<file path="src/rtl/multi_edge_detector.sv">
// Multi-channel edge detector: per-channel synchroniser, stability filter,
// registered rise/fall pulses, sticky pending flags with IRQ, saturating event counters.
module multi_edge_detector #(
  parameter int WIDTH         = 8,
  parameter int SYNC_STAGES   = 2,
  parameter int FILTER_CYCLES = 4,
  parameter int CNT_W         = 8
) (
  input  logic                   clk,
  input  logic                   rst,
  input  logic [WIDTH-1:0]       d_i,
  input  logic [WIDTH-1:0]       rise_en_i,
  input  logic [WIDTH-1:0]       fall_en_i,
  input  logic [WIDTH-1:0]       clr_i,
  input  logic                   cnt_clr_i,
  output logic [WIDTH-1:0]       level_o,
  output logic [WIDTH-1:0]       rising_edge,
  output logic [WIDTH-1:0]       falling_edge,
  output logic [WIDTH-1:0]       pending_o,
  output logic                   irq_o,
  output logic [WIDTH*CNT_W-1:0] cnt_o
);

  localparam int              FC_W    = (FILTER_CYCLES > 1) ? $clog2(FILTER_CYCLES) : 1;
  localparam logic [FC_W-1:0] FC_LAST = FC_W'(FILTER_CYCLES - 1);
  localparam logic [CNT_W-1:0] CNT_MAX = '1;

  logic [WIDTH-1:0] r_sync [SYNC_STAGES];
  logic [FC_W-1:0]  r_fc   [WIDTH];
  logic [CNT_W-1:0] r_cnt  [WIDTH];
  logic [WIDTH-1:0] r_f;
  logic [WIDTH-1:0] r_rise;
  logic [WIDTH-1:0] r_fall;
  logic [WIDTH-1:0] r_pend;

  logic [WIDTH-1:0] w_s;
  logic [WIDTH-1:0] w_accept;
  logic [WIDTH-1:0] w_q;

  assign w_s = r_sync[SYNC_STAGES-1];
  assign w_q = (r_rise & rise_en_i) | (r_fall & fall_en_i);

  // A new level is accepted on the FILTER_CYCLES-th consecutive cycle it differs from f.
  always_comb begin
    w_accept = '0;
    for (int n = 0; n < WIDTH; n++) begin
      w_accept[n] = (w_s[n] != r_f[n]) && (r_fc[n] == FC_LAST);
    end
  end

  always_ff @(posedge clk or posedge rst) begin
    if (rst) begin
      for (int i = 0; i < SYNC_STAGES; i++) r_sync[i] <= '0;
    end else begin
      r_sync[0] <= d_i;
      for (int i = 1; i < SYNC_STAGES; i++) r_sync[i] <= r_sync[i-1];
    end
  end

  always_ff @(posedge clk or posedge rst) begin
    if (rst) begin
      r_f    <= '0;
      r_rise <= '0;
      r_fall <= '0;
      for (int n = 0; n < WIDTH; n++) r_fc[n] <= '0;
    end else begin
      for (int n = 0; n < WIDTH; n++) begin
        if (w_s[n] == r_f[n]) begin
          r_fc[n] <= '0;
        end else if (w_accept[n]) begin
          r_f[n]  <= w_s[n];
          r_fc[n] <= '0;
        end else begin
          r_fc[n] <= r_fc[n] + 1'b1;
        end
      end
      r_rise <= w_accept & w_s;
      r_fall <= w_accept & ~w_s;
    end
  end

  // Set beats clear; a clear on an event cycle restarts the counter at 1.
  always_ff @(posedge clk or posedge rst) begin
    if (rst) begin
      r_pend <= '0;
      for (int n = 0; n < WIDTH; n++) r_cnt[n] <= '0;
    end else begin
      r_pend <= w_q | (r_pend & ~clr_i);
      for (int n = 0; n < WIDTH; n++) begin
        if (w_q[n] && cnt_clr_i) begin
          r_cnt[n] <= CNT_W'(1);
        end else if (cnt_clr_i) begin
          r_cnt[n] <= '0;
        end else if (w_q[n] && (r_cnt[n] != CNT_MAX)) begin
          r_cnt[n] <= r_cnt[n] + 1'b1;
        end
      end
    end
  end

  always_comb begin
    cnt_o = '0;
    for (int n = 0; n < WIDTH; n++) cnt_o[n*CNT_W +: CNT_W] = r_cnt[n];
  end

  assign level_o      = r_f;
  assign rising_edge  = r_rise;
  assign falling_edge = r_fall;
  assign pending_o    = r_pend;
  assign irq_o        = |r_pend;

endmodule
</file>
<file path="config.mk">
export PLATFORM = sky130hd
export DESIGN_NAME = multi_edge_detector
export DESIGN_NICKNAME = d
export VERILOG_FILES = /design/src/rtl/multi_edge_detector.sv
export SDC_FILE = /design/constraint.sdc
export NUM_CORES = 1
export LEC_CHECK = 0
export ABC_AREA = 1
export CAP_MARGIN = 40
export CORE_MARGIN = 2
export CORE_UTILIZATION = 50
export CTS_CLUSTER_DIAMETER = 60
export DETAILED_ROUTE_END_ITERATION = 10
export PLACE_DENSITY = 0.88
export SLEW_MARGIN = 40
export SYNTH_ARGS = -nofsm -noshare
export SYNTH_HDL_FRONTEND = slang
export SYNTH_SLANG_ARGS = --single-unit
export TNS_END_PERCENT = 30
</file>
<file path="constraint.sdc">
create_clock -name clk -period 8.7 [get_ports clk]
set_input_delay 1.305 -clock clk [delete_from_list [all_inputs] [get_ports clk]]
set_output_delay 1.305 -clock clk [all_outputs]
set_load 0.005 [all_outputs]
</file>
# Yosys cells after proc, flatten, opt, wreduce, memory -nomap -nowiden
# Cells that the tools add are included.
[word_totals]
regBits = 128
in_bits = 35
[op_classes]
n_bitwise = 17
reduce_logical = 41
eq_ne = 32
n_mux = 40
n_addsub = 16
[ops]
columns = ["cell", "n"]
rows = [
  ["$mux W8", 24],
  ["$add A8 B1 Y8 const B", 8],
  ["$ne A8 B8 Y1 const B", 8],
  ["$and A8 B8 Y8", 5],
  ["$mux W2", 16],
  ["$logic_and A1 B1 Y1", 24],
  ["$reduce_bool A3 Y1", 8],
  ["$add A2 B1 Y2 const B", 8],
  ["$eq A2 B2 Y1 const B", 8],
  ["$not A8 Y8", 2],
  ["$or A8 B8 Y8", 2],
  ["$reduce_and A2 Y1", 8],
  ["$eq A1 B1 Y1", 8],
  ["$ne A1 B1 Y1", 8],
  ["$not A1 Y1", 8],
  ["$reduce_or A8 Y1", 1],
]

# Logic depth before layout (Yosys ltp)
[logic_depth]
ltp_word = 6
ltp_mapped = 9
depth_no_buf = 9

# Least setup slack after synthesis
# Ideal clock, no wire load.
[synth_path]
kind = "reg-to-output"
from = "reg r_pend[6], in the netlist pending_o[6]"
to = "out irq_o"
slack_ns = 6.666
required_time_ns = 7.395
path_stages_with_launch = 3
t_arrival_ns = 0.729
path_cell_list = "dfrtp_1 > nor4_1 > nand2_1"
[synth_via]
elab_chain_cells = 1
[synth_rtl]
columns = ["item", "line_no", "text"]
rows = [
  ["start: declaration", "34", "logic [WIDTH-1:0] r_pend;"],
  ["start signal: assignment", "88", "r_pend <= w_q | (r_pend & ~clr_i);"],
  ["$reduce_or A8 Y1", "110", "assign irq_o = |r_pend;"],
  ["end: declaration", "20", "output logic irq_o,"],
]
# Every way passes these cells.

# Worst setup path after layout
# Ends and elaborated chain as after synthesis.

==> impl_results.md <==
- Status: finished clean
- Total track usage: 22.8%
- FF+latch count, synth: 128
- TNS Setup: 0 ns
- HPWL after DPL: 9880 um
- Buffers & Inverters on Critical Path: 1
- Avg Cell Area, Syn: roughly 8.3 sq um
- Worst skew pair latency: between 0.4 and 0.5 ns
- Final period utilization: 37.2%
- Crit path time final: 3.24 ns
- FFs w/ async S/R, synth: 100%
- Yosys cell types: 29
- FMAX: ~300 MHz
- Remaining DRCs: 0
- Post-cts sizing count: 0
- Worst R2R End: cnt_o[55]
- Sinks on Clock Net: 128
- Hold_sp: r_sync[14]
- Top Family by Delay on Critical Path: simple AND/OR/NAND/NOR gates
- Global-route wire length before repair: 23200 um
- Fill cell count: between 900 and 1000
- Die Ht: 115 um
- RSZ-0062 raised after global routing: false
- Post-synth EDFFs: 0
- Critical-path cell list: nor4_1, nand2_1, clkdlybuf4s50_1
- Number of I/O port buffers: 131
- CTS Root Cell: clkbuf_16
- WL final: between 10000 and 15000 um
- PD cells: 216 mW/mm^2
- Worst slew margin: 50.5%
- Crit-path max FO: 3
- Clock skew: 0.00513 ns
- Setup ws final: about 5.5 ns
- Worst Path Required: 7.39 ns
- Setup Crit Path Kind: flop to primary output
- CP max stage delay: about 0.54 ns
- Final Wtd Congestion: 0.894
- Largest net degree at the start of global routing: between 70 and 80
- Reg2reg path depth: 8
- WL per Instance: 13.6 um
- Finish-stage setup viols: 0
- CTS Buf Count: 17
- Setup Buffers After CTS: 0
- Syn Nets: 784
- Highest-delay cell along the critical path: nor4_1
- Clock transition at the registers of the reported paths: approximately 0.06 ns
- Warnings, synthesis: 0
- Ports: 132
- Crit. End Element: primary output
- Slew Viols, Final: 0
- Vias per cell: 5.10
- Rows: 40
- Max cap viols: 0
- Area growth from synthesis to layout: 34.6%
- Max VDD drop: 0.183 mV
- Reg-to-reg slack, setup: 7.11 ns
- Max Buffers Root-to-Sink: 2
- Worst hold path endpoint: w_s[6]
- CP startpoint kind: flop
- Slew @ Worst Pin: 0.740 ns
- Antenna Cells: 0
- Synthesized instance count: 733
- Setup Slack @ Placement: approximately 5.2 ns
- Starting Density: 51.1%
- Hold WS: about 0.35 ns
- DR iter-0 viols: around 460
- Static Leak: ~3.8 nW
- Routed Antenna Nets: 0
- Vias in the first global route: 4915
- Cell count of the worst hold path: 0
- Critical Path AT: 1.94 ns
- Hold-fix buffers at CTS: 0
- Final Hold Fails: 0
- DRT Pass-1 Iters: 5
- Antenna violations before repair: 0
- Overall die width: 115 um
- Synth Flop Type: dfrtp_1
- Syn Std Cell Area: 0.00611 sq mm
- H-tree depth: 4
- Share of cells above drive strength 1: 7.42%
- Fin nets: 928
- CTS tree: built
- Seq/Total Area, Yosys: between 50% and 60%
- GRT overflow: 0
- Die Footprint: 0.0131 sq mm
- Detailed-route via count: about 5300
- Worst Hold Class: flop to flop
- Total Power: 1.78 mW
- R2r startpoint: cnt_o[48]
- Core Region: 0.0120 sq mm
## cells by family (layout without fill, tap and decap cells)
family                     Yosys count  count (layout)  share of synthesized area [%]
xor gates and xnor gates            25              25                           3.58
adders and majority gates           16              16                           3.27
and+or+nand+nor                    413             413                           29.4
buffers and inverters               95             252                           6.45
DFF                                128             128                           52.4
AOI/OAI and AO/OA                   56              56                           4.91
## how the worst max path moves through the flow
stage / from / end / cells past startpoint
after floorplan: rst / cnt_o[0] / 1
after global placement: cnt_clr_i / cnt_o[15] / 6
after detailed placement: cnt_clr_i / cnt_o[9] / 6
after CTS: pending_o[6] / irq_o / 3
after global routing: pending_o[6] / irq_o / 3
final: pending_o[6] / irq_o / 3
## sequential cells by signal (all words and copies together), names as in the netlist
| register | flops |
|---|---|
| rising_edge | 8 |
| r_sync | 8 |
| cnt_o | 64 |
| falling_edge | 8 |
| level_o | 8 |
| r_fc | 16 |
| w_s | 8 |
| pending_o | 8 |
## stage by stage
| step | cells | utilization [%] | area, sq um |
|---|---|---|---|
| after floorplan | 733 | - | 6110 |
| after global placement | 1005 | 63.2 | 7560 |
| after detailed placement | 1005 | 63.2 | 7560 |
| after CTS | 1037 | 68.8 | 8230 |
| after global routing | 1037 | 68.8 | 8230 |
| final | 1037 | 68.8 | 8230 |
## where the power goes
group	switching [mW]	total (mW)	leakage, nW	internal (mW)
logic	0.129	0.263	1.80	0.134
registers	0.0529	0.715	1.72	0.662
clock network	0.261	0.797	0.319	0.536
## placed cells by master (no fill, tap or decap), types with 2 or more instances in the layout
cell type,count
clkinvlp_4,3
nor3b_1,4
nand2_2,11
xnor2_1,13
o211ai_1,2
nand3_1,61
ha_1,16
nor4_1,2
clkbuf_16,17
nor2_1,72
nor2_2,10
nand3b_1,2
o21ai_0,27
clkdlybuf4s50_1,131
a21oi_1,13
nand2_4,3
inv_1,83
clkinv_2,7
inv_4,2
nand2_1,219
dfrtp_1,128
bufinv_16,6
xor2_1,12
nand4_1,11
nor2_4,2
nor3_1,15
o21ai_1,11
## layout make-up
cell class | count | area [sq um] | share of cell area, %
Clock inverter | 15 | 240 | 2.92
Timing Repair Buffer | 132 | 1320 | 16.1
Clock buffer | 17 | 425 | 5.17
Inverter | 88 | 339 | 4.12
Tap cell | 147 | 184 | 2.23
Multi-Input combinational cell | 510 | 2520 | 30.6
Sequential cell | 128 | 3200 | 38.9
## layer usage
layer,global-route usage (%),vias to the layer above,routed length [um]
li1,-,2624,-
met3,6.56,30,748
met2,36.9,157,6880
met4,10.7,0,444
met5,0,-,0
met1,28.1,2476,6000
## worst register-to-register path: cells and delay by family, from the launching register on
| kind | cells | cell delay (ns) |
|---|---|---|
| and+or+nand+nor | 7 | 0.85 |
| adders and majority gates | 1 | 0.24 |
| DFF | 1 | 0.44 |
## synth_stat cells (2+ instances only)
cell type / instances / area share, %
inv_1: 84 / 5.2
nor2_1: 72 / 4.4
nand2_4: 3 / 0.55
o211ai_1: 2 / 0.25
xnor2_1: 13 / 1.9
buf_6: 4 / 0.74
nor3b_1: 4 / 0.49
nand4_1: 11 / 1.1
nand3_1: 61 / 5.0
nand2_2: 11 / 1.1
xor2_1: 12 / 1.7
clkinv_2: 3 / 0.25
o21ai_0: 27 / 2.2
nor3_1: 15 / 1.2
o21ai_1: 11 / 0.90
nor2_4: 2 / 0.37
nor2_2: 10 / 1.0
dfrtp_1: 128 / 52
buf_2: 3 / 0.25
a21oi_1: 13 / 1.1
nand3b_1: 2 / 0.25
nor4_1: 2 / 0.20
ha_1: 16 / 3.3
nand2_1: 219 / 13
Note: power is estimated with default switching activity, not from simulation.
